`config.mk`:
```
export PLATFORM = sky130hd
export DESIGN_NAME = cpu_run_ctrl
export DESIGN_NICKNAME = d
export VERILOG_FILES = /design/src/rtl/cpu_run_ctrl.sv
export SDC_FILE = /design/constraint.sdc
export NUM_CORES = 1
export LEC_CHECK = 0
export ABC_AREA = 1
export BUFFER_PORTS_ARGS = -buffer_cell sky130_fd_sc_hd__buf_2
export CAP_MARGIN = 15
export CORE_ASPECT_RATIO = 1.5
export CORE_UTILIZATION = 48
export DETAILED_ROUTE_END_ITERATION = 6
export GPL_TIMING_DRIVEN = 0
export PLACE_DENSITY = 0.81
export REMOVE_ABC_BUFFERS = 1
export SYNTH_ARGS = -nofsm -noshare
export SYNTH_HDL_FRONTEND = slang
export SYNTH_SLANG_ARGS = --single-unit
```
`constraint.sdc`:
```
create_clock -name clk -period 2.11 [get_ports clk]
set_clock_uncertainty 0.05 [all_clocks]
set_input_delay 0.1055 -clock clk [delete_from_list [all_inputs] [get_ports clk]]
set_output_delay 0.1055 -clock clk [all_outputs]
set_load 0.05 [all_outputs]
```
`src/rtl/cpu_run_ctrl.sv`:
```
// Run/step/breakpoint controller: debounces the step button, sequences
// IDLE/STEP/RUN/BREAK and produces the CPU clock-enable plus an executed-cycle count.
module cpu_run_ctrl #(
  parameter int DEBOUNCE_CYCLES = 16,
  parameter int CNT_W           = 16
) (
  input  logic             clk,
  input  logic             reset,
  input  logic             step_btn,
  input  logic             run_sw,
  input  logic             bp_en,
  input  logic [31:0]      bp_addr,
  input  logic [31:0]      pc,
  output logic             cpu_en,
  output logic             halted,
  output logic [1:0]       state,
  output logic [CNT_W-1:0] cycle_cnt
);

  localparam logic [1:0] IDLE  = 2'b00;
  localparam logic [1:0] STEP  = 2'b01;
  localparam logic [1:0] RUN   = 2'b10;
  localparam logic [1:0] BREAK = 2'b11;

  localparam int DB_W = $clog2(DEBOUNCE_CYCLES) + 1;

  logic            sync1, sync2;
  logic            db, db_d;
  logic [DB_W-1:0] db_cnt;
  logic            step_pulse;
  logic            bp_hit;
  logic [1:0]      state_next;

  // Two-flop synchronizer feeding a counter-based debouncer.
  always_ff @(posedge clk) begin
    if (reset) begin
      sync1  <= 1'b0;
      sync2  <= 1'b0;
      db     <= 1'b0;
      db_d   <= 1'b0;
      db_cnt <= '0;
      step_pulse <= 1'b0;
    end else begin
      sync1 <= step_btn;
      sync2 <= sync1;
      db_d  <= db;
      step_pulse <= db & ~db_d;
      if (sync2 == db) begin
        db_cnt <= '0;
      end else if (db_cnt == DB_W'(DEBOUNCE_CYCLES - 1)) begin
        db     <= sync2;
        db_cnt <= '0;
      end else begin
        db_cnt <= db_cnt + DB_W'(1);
      end
    end
  end

  assign bp_hit = bp_en && (pc == bp_addr);

  // Dropping run_sw always wins, so a breakpoint or step pulse arriving with it is discarded.
  always_comb begin
    state_next = state;
    case (state)
      IDLE:    if (run_sw) state_next = RUN;
               else if (step_pulse) state_next = STEP;
      STEP:    state_next = IDLE;
      RUN:     if (!run_sw) state_next = IDLE;
               else if (bp_hit) state_next = BREAK;
      BREAK:   if (!run_sw) state_next = IDLE;
               else if (step_pulse) state_next = STEP;
      default: state_next = IDLE;
    endcase
  end

  always_ff @(posedge clk) begin
    if (reset) state <= IDLE;
    else       state <= state_next;
  end

  // Enable drops combinationally so the CPU never advances past bp_addr or a dropped switch.
  assign cpu_en = (state == STEP) || (state == RUN && run_sw && !bp_hit);
  assign halted = (state == IDLE) || (state == BREAK);

  always_ff @(posedge clk) begin
    if (reset) begin
      cycle_cnt <= '0;
    end else if (cpu_en && (cycle_cnt != {CNT_W{1'b1}})) begin
      cycle_cnt <= cycle_cnt + CNT_W'(1);
    end
  end

endmodule
```
==> results.md, run 1 <==
* Core area at around 0.004 sq mm
* Worst Path Buf+Inv at 2
* CP startpoint: cycle_cnt[1]$_SDFFE_PP0P_
* Hpwl dp at 3490 um
* Most common cell on crit path: nand2_1
* Max Clk Rate at a little over 500 MHz
* RSZ-0062 raised after global routing: yes
* Wire per inst at 9.67 um
* Routed Antenna Nets at 0
* Crit path depth at 12
* Synth warnings at 0
* Worst Tran Pin Value at 0.514 ns
* CTS tree: built
* Cell Count, Final, Fillers Out at 451
* Clock sinks at 28
* Root buffer cell: clkbuf_8
* IO buf count at about 90
* Final #Nets at around 480
* Max-slew violation count at 0
* Outcome: finished clean
* Final-report setup violation count at 0
* Kind of critical path: reg2reg
* Rows at 28
* Htree depth at 1
* Placed cell areas at 0.00248 sq mm
* DRT iter0 DRCs at 75
* Crit-path slowest cell: dfxtp_1
* Starting Density at about half
* Largest net degree at the start of global routing at 30
* Final wirelength at about 4400 um
* CP startpoint kind: register
* Max FO, Critical Path at 12
* XOR/XNOR share of the synthesized area at under 10%
* Synth cell types at 37
* Synth Area in Adders at under 10%
* Vias in the first global route at roughly 1.9k
* Worst Setup EP: cycle_cnt[12]$_SDFFE_PP0P_
* Initial antenna violation count at 0
* Vias at 2170
* Most frequent cells in the layout: buf_2, nand2_1, nor2_1, inv_1, dfxtp_1
* PD cells at 577 mW/mm^2
* Antenna diode count at 0
* Max_slew headroom at 65.5%
* Global route total overflow at 0
* Placed Instances at 446
* Vias per cell at a little under 5
* Synth Area in Simple Gates at around 41%
* Share of cells above drive strength 1 at 28.6%
* Synth Area in Compound Gates at roughly 8.6%
* Worst reg2reg path startpoint: cycle_cnt[1]$_SDFFE_PP0P_
* Cells after Synth at ~320
* CP Capture Type: register
* Peak VDD IR at ~0.0006 V
* Area grow syn2layout at 25.1%
* # DRC at 0
* Synthesized area at around 0.0020 sq mm
* Filler instances at around 380
* Worst skew pair latency at around 0.27 ns
* Worst min path class: in2reg
* Largest family of logic cells by synthesized area: simple AND/OR/NAND/NOR gates
* CTS Buf Count at 3
* Final instance area at approximately 0.0026 sq mm
* Hold Vio Cnt, Final at 0
* R2R Setup Slk at 0.16 ns
* Register area share after synthesis at a little over a quarter
* CP max stage delay at ~0.39 ns
* Gpl congestion at around 0.81
* Tcrit/Tclk final at between 90 and 100%
* R2R Path End: cycle_cnt[12]$_SDFFE_PP0P_
* Post-CTS Setup Inserts at 0
* Critical path required time at roughly 2.2 ns
* Crit path DAT at approximately 2.1 ns
* Die Span X at 55.3 um
* Fin crit period at 1.95 ns
* Most common cell after layout, fill and taps aside: buf_2
* Top delay family on crit path: simple AND/OR/NAND/NOR gates
* Die ar. at between 0.004 and 0.005 sq mm
* First-pass GRT wire length at about 7400 um
* IO Pins at a little under 90
* CTS max path bufs at 2
* Max-Cap Viols at 0
* GRT Total Usage at 19.3%
* Worst-path clk slew at approximately 0.090 ns
* Syn avg cell area at between 6 and 7 sq um
* Register bit total from synthesis at 28
* Leak at ~1.4 nW
* Mux share of post-synthesis cell area at 0%
* Die Y at between 80 and 90 um
* Pre-antenna DRT Iters at 5
* Setup TNS Final at 0 ns
* FF-to-FF path depth at 12
* CP cell instances: ha_1 -> nand2_1 -> inv_2 -> nand4_2 -> nor3_4 -> nand2_4 -> nor2_8 -> inv_2 -> nand2_1 -> nand2_1 -> nand2_1 -> nor2_1
[per-stage QoR]
step / utilization (%) / total power [mW] / hold WS [ns] / worst slack [ns]
floorplan: - / 0.993 / 0.127 / -0.136
global placement: 62.2 / 1.15 / 0.262 / 0.131
detailed placement: 62.2 / 1.16 / 0.264 / 0.104
CTS: 63.8 / 1.48 / 0.0143 / 0.0372
global route: 64.0 / 1.57 / 0.0265 / -0.0441
finish: 64.0 / 1.47 / 0.0171 / 0.156
[cells in the mapped netlist (all sizes together)]
| library cell | n | area (sq um) |
|---|---|---|
| or2 | 7 | 43.8 |
| nand4 | 5 | 37.5 |
| ha | 7 | 87.6 |
| clkinv | 1 | 3.75 |
| o21bai | 1 | 7.51 |
| nor3b | 2 | 15.0 |
| nand3 | 24 | 125 |
| nand3b | 1 | 7.51 |
| inv | 54 | 203 |
| nand2 | 77 | 307 |
| buf | 5 | 55.1 |
| o21ai | 8 | 40.0 |
| xor2 | 3 | 26.3 |
| o211ai | 1 | 7.51 |
| a21oi | 16 | 98.8 |
| o32ai | 1 | 8.76 |
| o21a | 1 | 7.51 |
| nor2 | 56 | 241 |
| o22ai | 1 | 6.26 |
| nor3 | 8 | 56.3 |
| xnor2 | 11 | 96.3 |
| dfxtp | 28 | 561 |
[where the power goes]
group          switching [mW]  total (mW)  leakage, nW  internal (mW)
clock network           0.154       0.321       0.0288          0.167
logic                   0.367       0.551         1.11          0.184
registers              0.0397       0.603        0.227          0.563
[kinds of logic after synthesis]
family | after synthesis
and+or+nand+nor | 180
xor gates and xnor gates | 14
buffers and inverters | 60
DFF | 28
AOI/OAI and AO/OA | 29
adders and majority gates | 7
[registers in the layout (all words and copies together) (netlist names)]
register    cells
db              1
cycle_cnt      16
sync2           1
db_cnt          5
step_pulse      1
sync1           1
db_d            1
state           2
[final cells by class]
type                       instances  area [sq um]  area share, %
timing repair buffer              89           450           17.6
tap                               45          56.3           2.20
sequential                        28           562           22.0
clock buffer                       4          55.1           2.15
multi-input combinational        230          1220           47.9
inverter                          55           206           8.08
[what timing repair did]
item	in CTS	in global routing
endpoints found under the hold margin	1	0
hold buffers	1	0
setup endpoints to repair	0	4
gates resized for setup	0	2
[how the worst min path moves through the flow]
stage / from / to / slack [ns] / depth (start not counted)
2_1_floorplan: reset / sync1$_SDFF_PP0_ / 0.13 / 1
3_5_place_dp: step_btn / sync1$_SDFF_PP0_ / 0.26 / 3
6_report: reset / sync1$_SDFF_PP0_ / 0.02 / 2
3_3_place_gp: step_btn / sync1$_SDFF_PP0_ / 0.26 / 3
4_1_cts: reset / sync1$_SDFF_PP0_ / 0.01 / 2
5_1_grt: reset / sync1$_SDFF_PP0_ / 0.03 / 2
[layer usage]
layer / share of wire [%] / track usage, % / up-vias
met5: 0 / 0 / -
met4: 1.0 / 4.75 / 0
met3: 7.4 / 2.99 / 4
met2: 50 / 39.9 / 85
met1: 41 / 19.9 / 923
li1: - / - / 1158
Power figures use the tool's default switching activity.
==> run 2: changes to the inputs <==
--- a/config.mk
+++ b/config.mk
@@ -12,6 +12,7 @@
 export CORE_UTILIZATION = 48
 export DETAILED_ROUTE_END_ITERATION = 6
 export GPL_TIMING_DRIVEN = 0
+export HOLD_SLACK_MARGIN = 0.06
 export PLACE_DENSITY = 0.81
 export REMOVE_ABC_BUFFERS = 1
 export SYNTH_ARGS = -nofsm -noshare
==> results.md, run 2 (synthesized netlist as in run 1, its figures left out) <==
* Outcome: finished clean
* CTS Buf Count at 3
* Initial antenna violation count at 0
* Pre-CTS setup slack at approximately 0.10 ns
* Worst Path Buf+Inv at 2
* Biggest regs: cycle_cnt (16), db_cnt (5), state (2)
* CP startpoint kind: register
* Most common cell after layout, fill and taps aside: buf_2
* Pre-antenna DRT Iters at 4
* Sw Ratio at approximately two fifths
* Max-Cap Viols at 0
* Die ar. at 0.00452 sq mm
* Global route total overflow at 0
* Max_slew headroom at around 66%
* Core area at 0.00399 sq mm
* Critical path required time at roughly 2.2 ns
* # DRC at 0
* Seq. cell area at between 500 and 600 sq um
* Largest net degree at the start of global routing at 30
* Crit path DAT at about 2.1 ns
* PnR Total Power at 1.48 mW
* Max reg flops at 16
* Htree depth at 1
* Worst Tran Pin Value at around 0.5 ns
* Clk pwr share at 21.7%
* Peak VDD IR at between 0.0006 and 0.0007 V
* DRT iter0 DRCs at 52
* Final #Nets at 485
* Hold Vio Cnt, Final at 0
* Most common cell on crit path: nand2_1
* Gpl congestion at roughly 0.81
* Area grow syn2layout at 26.1%
* Max Clk Rate at about 510 MHz
* Sequential power share at between 40% and 50%
* Clock sinks at 28
* CP max stage delay at slightly below 0.4 ns
* Cell Count, Final, Fillers Out at 453
* Vias per cell at between 4 and 5
* Fin crit period at about 2.0 ns
* IO Pins at 89
* Area of the multi-input gates at approximately 0.0012 sq mm
* Worst-path clk slew at ~0.09 ns
* Top delay family on crit path: simple AND/OR/NAND/NOR gates
* Leak at 1.38 nW
* Most frequent cells in the layout: buf_2, nand2_1, nor2_1, inv_1, dfxtp_1
* Kind of critical path: reg2reg
* Max FO, Critical Path at 12
* RSZ-0062 raised after global routing: yes
* Share of cells above drive strength 1 at between 20% and 30%
* Worst skew pair latency at ~0.27 ns
* Rows at 28
* Die Y at a little over 80 um
* Routed Antenna Nets at 0
* Final hold slack at 0.208 ns
* Root buffer cell: clkbuf_8
* Max-slew violation count at 0
* Crit-path slowest cell: dfxtp_1
* Worst setup margin at around 0.16 ns
* CTS tree: built
* Final wirelength at roughly 4400 um
* Placed Instances at about 450
* Register name with the most flops: cycle_cnt
* First-pass GRT wire length at ~7500 um
* IO buf count at 88
* Cell Int Power at between 0.9 and 1 mW
* Starting Density at ~51%
* Tcrit/Tclk final at 92.5%
* Combinational fraction of design power at around 38%
* GRT Total Usage at 19.3%
* Placed cell areas at around 0.0025 sq mm
* PD cells at between 500 and 600 mW/mm^2
* Worst min path class: in2reg
* CTS max path bufs at 2
* Final-report setup violation count at 0
* CP cell instances: ha_1 -> nand2_1 -> inv_2 -> nand4_2 -> nor3_4 -> nand2_4 -> nor2_8 -> inv_2 -> nand2_1 -> nand2_1 -> nand2_1 -> nor2_1
* Antenna diode count at 0
* Die Span X at ~55 um
* Vias at around 2.2k
* Hpwl dp at approximately 3500 um
* Vias in the first global route at approximately 1.9k
* Wire per inst at between 9 and 10 um
* Filler instances at 382
* CP Capture Type: register
* Final instance area at about 0.0026 sq mm
* NetSw at between 0.5 and 0.6 mW
## run 2: cell count changes in the layout (fill, tap and decap cells not counted)
cell	previous run	this run
dlygate4sd3_1	1	3
## run 2: worst min-delay path, stage by stage
cell and delay (ns):
buf_2 0.10, inv_1 0.04, nand2_1 0.07, o32ai_1 0.08, nor2_1 0.10
## run 2: per-stage QoR
step	setup TNS, ns	utilization, %
2_1_floorplan	-0.659	-
3_3_place_gp	0	62.2
3_5_place_dp	0	62.2
4_1_cts	0	64.3
5_1_grt	-0.0453	64.5
6_report	0	64.5
## run 2: power by group through the flow
stage	clock network, mW	logic (mW)	registers [mW]
2_1_floorplan	0	0.279	0.715
3_3_place_gp	0	0.535	0.612
3_5_place_dp	0	0.545	0.613
4_1_cts	0.331	0.553	0.601
5_1_grt	0.349	0.613	0.608
6_report	0.321	0.554	0.603
## run 2: area by class of cell
class | count | share of cell area, %
timing repair buffer | 91 | 18.3
inverter | 55 | 8.02
tap | 45 | 2.19
clock buffer | 4 | 2.14
sequential | 28 | 21.8
multi-input combinational | 230 | 47.6
## run 2: metal layers
metal / share of wire, % / track usage (%) / vias up
met2: 50 / 39.8 / 83
met4: 1.0 / 4.75 / 0
met3: 7.3 / 2.99 / 4
met1: 42 / 20.1 / 933
li1: - / - / 1163
met5: 0 / 0 / -
## run 2: repair_timing
item,in CTS,in global routing
setup buffers,0,0
endpoints found under the hold margin,4,0
resized for setup,0,2
setup endpoints to repair,0,4
hold buffers,3,0
## run 2: worst paths after layout
path                                  start                         end  slack, ns  cells past startpoint
setup / recovery  cycle_cnt[1]$_SDFFE_PP0P_  cycle_cnt[12]$_SDFFE_PP0P_       0.16                     12
hold / removal                       run_sw       state[1]$_SDFFE_PP0P_       0.21                      5
setup reg to reg  cycle_cnt[1]$_SDFFE_PP0P_  cycle_cnt[12]$_SDFFE_PP0P_       0.16                     12
hold reg to reg             db_d$_SDFF_PP0_       step_pulse$_SDFF_PP0_       0.35                      1
